[src/rtl/goldschmidt_ctrl.sv]
// Sequencing controller for an iterative Goldschmidt divider.
// Steps the shared multiplier through N, D and k updates for ITERS iterations, then flags the quotient valid.
//
// state | meaning
// ------+-------------------------------------------------------------
// IDLE  | waiting for start; ready high
// MUL_N | multiply the numerator path, load nNext (regA)
// MUL_D | multiply the divisor path, load dNext (regB)
// UPD_K | form the next correction factor, load kNext (regC)
// DONE  | quotient valid (or zero divisor reported) for one cycle
module goldschmidt_ctrl #(
    parameter int ITERS = 3
) (
    input  logic       clk,
    input  logic       reset,
    input  logic       start,
    input  logic       d_zero,
    output logic       ready,
    output logic       busy,
    output logic       done,
    output logic       div_by_zero,
    output logic       muxSelA,
    output logic [1:0] muxSelB,
    output logic       regA,
    output logic       regB,
    output logic       regC,
    output logic [1:0] iter
);

    localparam logic [1:0] LAST_ITER = 2'(ITERS - 1);

    typedef enum logic [2:0] {
        S_IDLE  = 3'd0,
        S_MUL_N = 3'd1,
        S_MUL_D = 3'd2,
        S_UPD_K = 3'd3,
        S_DONE  = 3'd4
    } state_t;

    state_t     state;
    state_t     state_nxt;
    logic [1:0] iter_nxt;
    logic       dbz_nxt;
    logic       first_iter;

    always_ff @(posedge clk or negedge reset) begin
        if (!reset) begin
            state       <= S_IDLE;
            iter        <= 2'd0;
            div_by_zero <= 1'b0;
        end else begin
            state       <= state_nxt;
            iter        <= iter_nxt;
            div_by_zero <= dbz_nxt;
        end
    end

    always_comb begin
        state_nxt = state;
        iter_nxt  = iter;
        dbz_nxt   = div_by_zero;
        case (state)
            S_IDLE: begin
                if (start) begin
                    iter_nxt  = 2'd0;
                    dbz_nxt   = d_zero;
                    state_nxt = d_zero ? S_DONE : S_MUL_N;
                end
            end
            S_MUL_N: state_nxt = (iter == LAST_ITER) ? S_DONE : S_MUL_D;
            S_MUL_D: state_nxt = S_UPD_K;
            S_UPD_K: begin
                state_nxt = S_MUL_N;
                iter_nxt  = iter + 2'd1;
            end
            S_DONE:  state_nxt = S_IDLE;
            default: state_nxt = S_IDLE;
        endcase
    end

    // Outputs are a pure decode of registered state/iter; inputs never reach them combinationally.
    assign first_iter = (iter == 2'd0);

    always_comb begin
        ready   = 1'b0;
        busy    = 1'b1;
        done    = 1'b0;
        muxSelA = 1'b0;
        muxSelB = 2'b00;
        regA    = 1'b0;
        regB    = 1'b0;
        regC    = 1'b0;
        case (state)
            S_IDLE: begin
                ready = 1'b1;
                busy  = 1'b0;
            end
            S_MUL_N: begin
                regA    = 1'b1;
                muxSelA = first_iter;
                muxSelB = first_iter ? 2'b00 : 2'b10;
            end
            S_MUL_D: begin
                regB    = 1'b1;
                muxSelA = first_iter;
                muxSelB = first_iter ? 2'b01 : 2'b11;
            end
            S_UPD_K: begin
                regC    = 1'b1;
                muxSelB = 2'b00;
            end
            S_DONE:  done = 1'b1;
            default: begin
                ready = 1'b0;
                busy  = 1'b1;
            end
        endcase
    end

endmodule

[config.mk]
export PLATFORM = sky130hd
export DESIGN_NAME = goldschmidt_ctrl
export DESIGN_NICKNAME = d
export VERILOG_FILES = /design/src/rtl/goldschmidt_ctrl.sv
export SDC_FILE = /design/constraint.sdc
export NUM_CORES = 1
export LEC_CHECK = 0
export CAP_MARGIN = 20
export CORE_AREA = 2 2 39 41
export DETAILED_ROUTE_END_ITERATION = 6
export DIE_AREA = 0 0 41 43
export PLACE_DENSITY_LB_ADDON = 0.08
export SYNTH_ARGS = -nofsm -noshare
export SYNTH_HDL_FRONTEND = slang
export SYNTH_SLANG_ARGS = --single-unit
[constraint.sdc]
create_clock -name clk -period 1.3 [get_ports clk]
set_input_delay 0.26 -clock clk [delete_from_list [all_inputs] [get_ports clk]]
set_output_delay 0.26 -clock clk [all_outputs]
set_load 0.02 [all_outputs]
Yosys cells after proc, flatten, opt, wreduce, memory -nomap -nowiden
Cells that the tools add are included.
- $add $sub $neg: 1
- reduce and logical (&&, ||, !) cells: 6
- mux-type cells: 16
- eq/ne operators: 6
- operators with widths (cell ; number):
    3-bit case mux with 4 select lines ; 1
    3-bit two-way mux ; 3
    2-bit case mux with 2 select lines ; 2
    1-bit two-way mux ; 7
    3-bit by 2-bit == test with 1-bit output (second input constant) ; 2
    2-bit two-way mux ; 3
    2-bit AND reduction ; 2
    3-bit by 1-bit == test with 1-bit output (second input constant) ; 1
    3-bit == test (second input constant) ; 1
    3-bit logical NOT ; 1
    2-bit by 1-bit adder with 2-bit output (second input constant) ; 1
    2-bit == test (second input constant) ; 1
    2-bit logical NOT ; 1
    2-bit inequality test (second input constant) ; 1
    2-bit nonzero test ; 1
    2-bit OR reduction ; 1
- word-level logic and storage cells: 32
- register bits: 6
- input port bits: 4
- output and inout bits: 12

Longest topological paths before layout
- word-level depth: 3
- mapped depth: 4
- mapped depth without buffers: 4

Worst setup path before layout
Ideal clock, no wire load.
- path type: register to output
- from: register iter[0]
- to: output port muxSelB[1]
- data arrival time: 1.307 ns
- setup slack: -0.267 ns
- required time: 1.040 ns
- cell stages (with the launch flop): 4
- path through: dfrtp_1 -> inv_1 -> ha_1 -> a211oi_1
- cells in the longest elaborated chain, start to end: 3
- elaborated cells between the ends (all ways): 4
- those cells by class: mux (3); reduce/logical (1)
- RTL lines (item ; line ; RTL):
    start, declared ; 27 ; output logic [1:0] iter
    start signal, assigned ; 53 ; iter <= iter_nxt;
    2-bit logical NOT * ; 82 ; assign first_iter = (iter == 2'd0);
    2-bit two-way mux (on tied branches) ; 106, 101 ;
    2-bit case mux with 2 select lines * ; 93 ; case (state)
    end, declared ; 23 ; output logic [1:0] muxSelB,
Mark *: on every way between the ends. The rest lies on a longest branch, timed or not.

Final worst setup path
- from: register state[1]
- to: output port muxSelA
- cells in the longest elaborated chain, start to end: 3
- elaborated cells between the ends (all ways): 4
- those cells by class: eq/ne (2); mux (1); reduce/logical (1)
- RTL lines (item ; line ; RTL):
    start, declared ; 40 ; state_t state;
    start signal, assigned ; 52 ; state <= state_nxt;
    3-bit by 2-bit == test with 1-bit output or 3-bit by 1-bit == test with 1-bit output (tied branches) ; 93 ;
    2-bit OR reduction (no line) * ; n/a ;
    1-bit two-way mux * ; 93 ;
    end, declared ; 22 ; output logic muxSelA,
Marks and branches as above.

==> results_dict.tcl <==
set metrics [dict create \
    worstPathRequired_ps 1040 \
    critPathLaunch "state[1]$_DFFE_PN0P_" \
    final_cells 89 \
    setup_viol 12 \
    dp_cells 83 \
    dieArea_um2 1760 \
    finalCritPeriodShare_pct 116 \
    p_int_mw 1.33 \
    syn_area_um2 424 \
    vias 427 \
    syn_to_final_growth_pct 89.4 \
    antenna_found_initial 0 \
    critPathMaxFanout 5 \
    fill_cells 124 \
    gp_congestion 0.677 \
    rsz0062_at_grt "yes" \
    grt_first_pass_wirelength_um 1710 \
    drive_above_1_share_pct 68.5 \
    die_w_um 41 \
    vias_per_cell 4.80 \
    ys_seq_area_share_pct 35.4 \
    slew_headroom_pct 79.9 \
    violations "setup timing" \
    grt_pass1_vias 397 \
    end_kind "primary output" \
    drv_cap 0 \
    final-max-slew-violation-count 0 \
    fp.coreArea_um2 1380 \
    pwr-share-comb_pct 76.5 \
    synth-seq-cells 6 \
    synth_fp_nets 51 \
    fin_util_pct 58.0 \
    p_seq_share_pct 15.1 \
    arrival_ps 1250 \
    clockRootBuffer "clkbuf_4" \
    switching_power_mw 0.985 \
    clock_power_share_pct 8.4 \
    htreeDepth 1 \
    syn_avg_cell_area_um2 9.43 \
    final_nets 80 \
    synth.distinct_cells 26 \
    timing_hold_violations_final 0 \
    initial_utilization_pct 30.7 \
    hold_buffers 0 \
    cts.path.max_buffers 2 \
    peakVddDrop_mv 1.04 \
    ys_warn_count 0 \
    grt_overflow_total 0 \
    register_area_um2 153 \
    tightest_slew_ps 300 \
    grt_usage_pct 14.9 \
    crit_type "flop to primary output" \
    p_total_mw 2.32 \
    routed_wl_um 1050 \
    powerDensity_nw_per_um2 2890 \
    status "complete, but fails checks" \
    fp.dieH_um 43 \
    diodes 0 \
    clock.fmax_ghz 0.661 \
    leakagePower_nw 0.372 \
    io_pins 16 \
    drc 0 \
    dpl.hpwl_um 780 \
    start_kind "flop" \
    firstDrtPassIters 3 \
    hold_path.class "input port to asynchronous set/reset pin" \
    whs_ps 251 \
    drt_iter0_markers 7 \
    worst_slack_ps -212 \
    std_cell_rows 14 \
    multi_input_area_um2 324 \
    clk_latency_ps 260 \
    cts_tree "done" \
    final_cell_area_um2 803 \
    cts_sinks 6 \
    cts_buffers 3 \
    clk_transition_reported_paths_ps 60 \
    placed_area_um2 688 \
    fin_crit_ps 1510 \
    io_buffers 15 \
    grt_start_max_net_pins 9 \
    clock_skew_ps 15.2 \
    antenna_left 0 \
    r2r_start "state[1]$_DFFE_PN0P_" \
    swShare_pct 42.5 \
    wl_per_cell_um 11.8 \
    synthCells 45 \
]
-- synthesized netlist by cell type --
| master | number | area share (%) |
|---|---|---|
| a211oi_1 | 2 | 3.5 |
| a211oi_2 | 1 | 2.9 |
| a21oi_1 | 3 | 3.5 |
| a21oi_2 | 1 | 2.1 |
| and2_1 | 1 | 1.5 |
| and2b_4 | 1 | 2.4 |
| and3b_1 | 1 | 2.1 |
| buf_2 | 1 | 1.2 |
| buf_4 | 1 | 1.8 |
| buf_6 | 2 | 5.3 |
| dfrtp_1 | 6 | 35 |
| ha_1 | 2 | 5.9 |
| inv_1 | 4 | 3.5 |
| inv_2 | 1 | 0.88 |
| mux2_1 | 1 | 2.7 |
| mux2i_1 | 1 | 2.4 |
| nand2_1 | 1 | 0.88 |
| nand2b_1 | 2 | 2.9 |
| nor2_1 | 6 | 5.3 |
| nor2b_1 | 1 | 1.5 |
| nor3_1 | 1 | 1.2 |
| nor3b_1 | 1 | 1.8 |
| nor4b_2 | 1 | 3.5 |
| o21a_1 | 1 | 1.8 |
| or3_1 | 1 | 1.5 |
| or3b_4 | 1 | 2.7 |
-- cell type report --
type                       count  area share (%)
multi-input combinational     30            40.3
clock buffer                   4            3.27
timing repair buffer          28            32.2
tap                           16            2.49
sequential                     6            19.0
inverter                       5            2.65
-- power by group through the flow --
| stage | registers, mW | logic [mW] | clock network, mW |
|---|---|---|---|
| floorplan | 0.371 | 0.917 | 0 |
| global placement | 0.326 | 1.47 | 0 |
| detailed placement | 0.329 | 1.50 | 0 |
| CTS | 0.349 | 1.68 | 0.210 |
| global route | 0.362 | 1.90 | 0.221 |
| finish | 0.350 | 1.77 | 0.196 |
-- layer usage --
layer  track usage (%)  wire length (µm)  part of all wire (%)
met1              17.8               446                    43
met2              21.6               543                    52
met3              3.14                41                   3.9
met4              12.0                17                   1.6
met5                 0                 0                     0
-- state kept, by name, summed over array words and instances, names as in the netlist --
register     flops
div_by_zero      1
state            3
iter             2
-- critical path, cell delays in order (launching register included) --
cell      delay, ps
dfrtp_2         450
nand2b_4        190
a211oi_4        210
buf_6           150
-- what timing repair did --
item,in CTS,in global routing
buffers inserted,1,2
endpoints found under the setup margin,13,12
pin swaps,7,3
gates resized for setup,77,7
-- per-stage QoR --
step | TNS [ps] | worst slack [ps]
final | -1650 | -212
after global routing | -2210 | -267
after CTS | -1780 | -219
after detailed placement | -4240 | -500
after global placement | -4050 | -457
after floorplan | -181 | -49.8
-- path summary, 6_finish.rpt --
path                                                end  slack, ps  cells past startpoint
worst min register to register  div_by_zero$_DFFE_PN0P_        510                      1
min in group clk                div_by_zero$_DFFE_PN0P_        510                      1
worst min-delay path                iter[1]$_DFFE_PN0P_        250                      1
worst max register to register  div_by_zero$_DFFE_PN0P_       -100                      3
max in group asynchronous           iter[0]$_DFFE_PN0P_        800                      1
worst max-delay path                            muxSelA       -210                      3
-- cells in the final DEF (no fill, tap or decap), types with 2 or more instances in the layout --
cell type        netlist  layout
a211oi_4               0       2
a21oi_1                3       2
buf_2                  1       2
buf_4                  1      10
buf_6                  2      12
clkbuf_4               0       3
clkdlybuf4s50_1        0       3
dfrtp_1                6       4
dfrtp_2                0       2
inv_2                  1       3
nand2b_4               0       2
nor2_1                 6       5
-- cells by family (layout without fill, tap and decap cells) --
logic type               after synthesis  after routing  share of synthesized area (%)
buffers and inverters                  9             37                           12.7
flip-flops                             6              6                           35.4
AND/OR/NAND/NOR                       18             18                           27.1
AO/OA/AOI/OAI                          8              8                           13.9
adder cells (fa/ha/maj)                2              2                           5.90
multiplexers                           2              2                           5.01
Note: power is estimated with default switching activity, not from simulation.
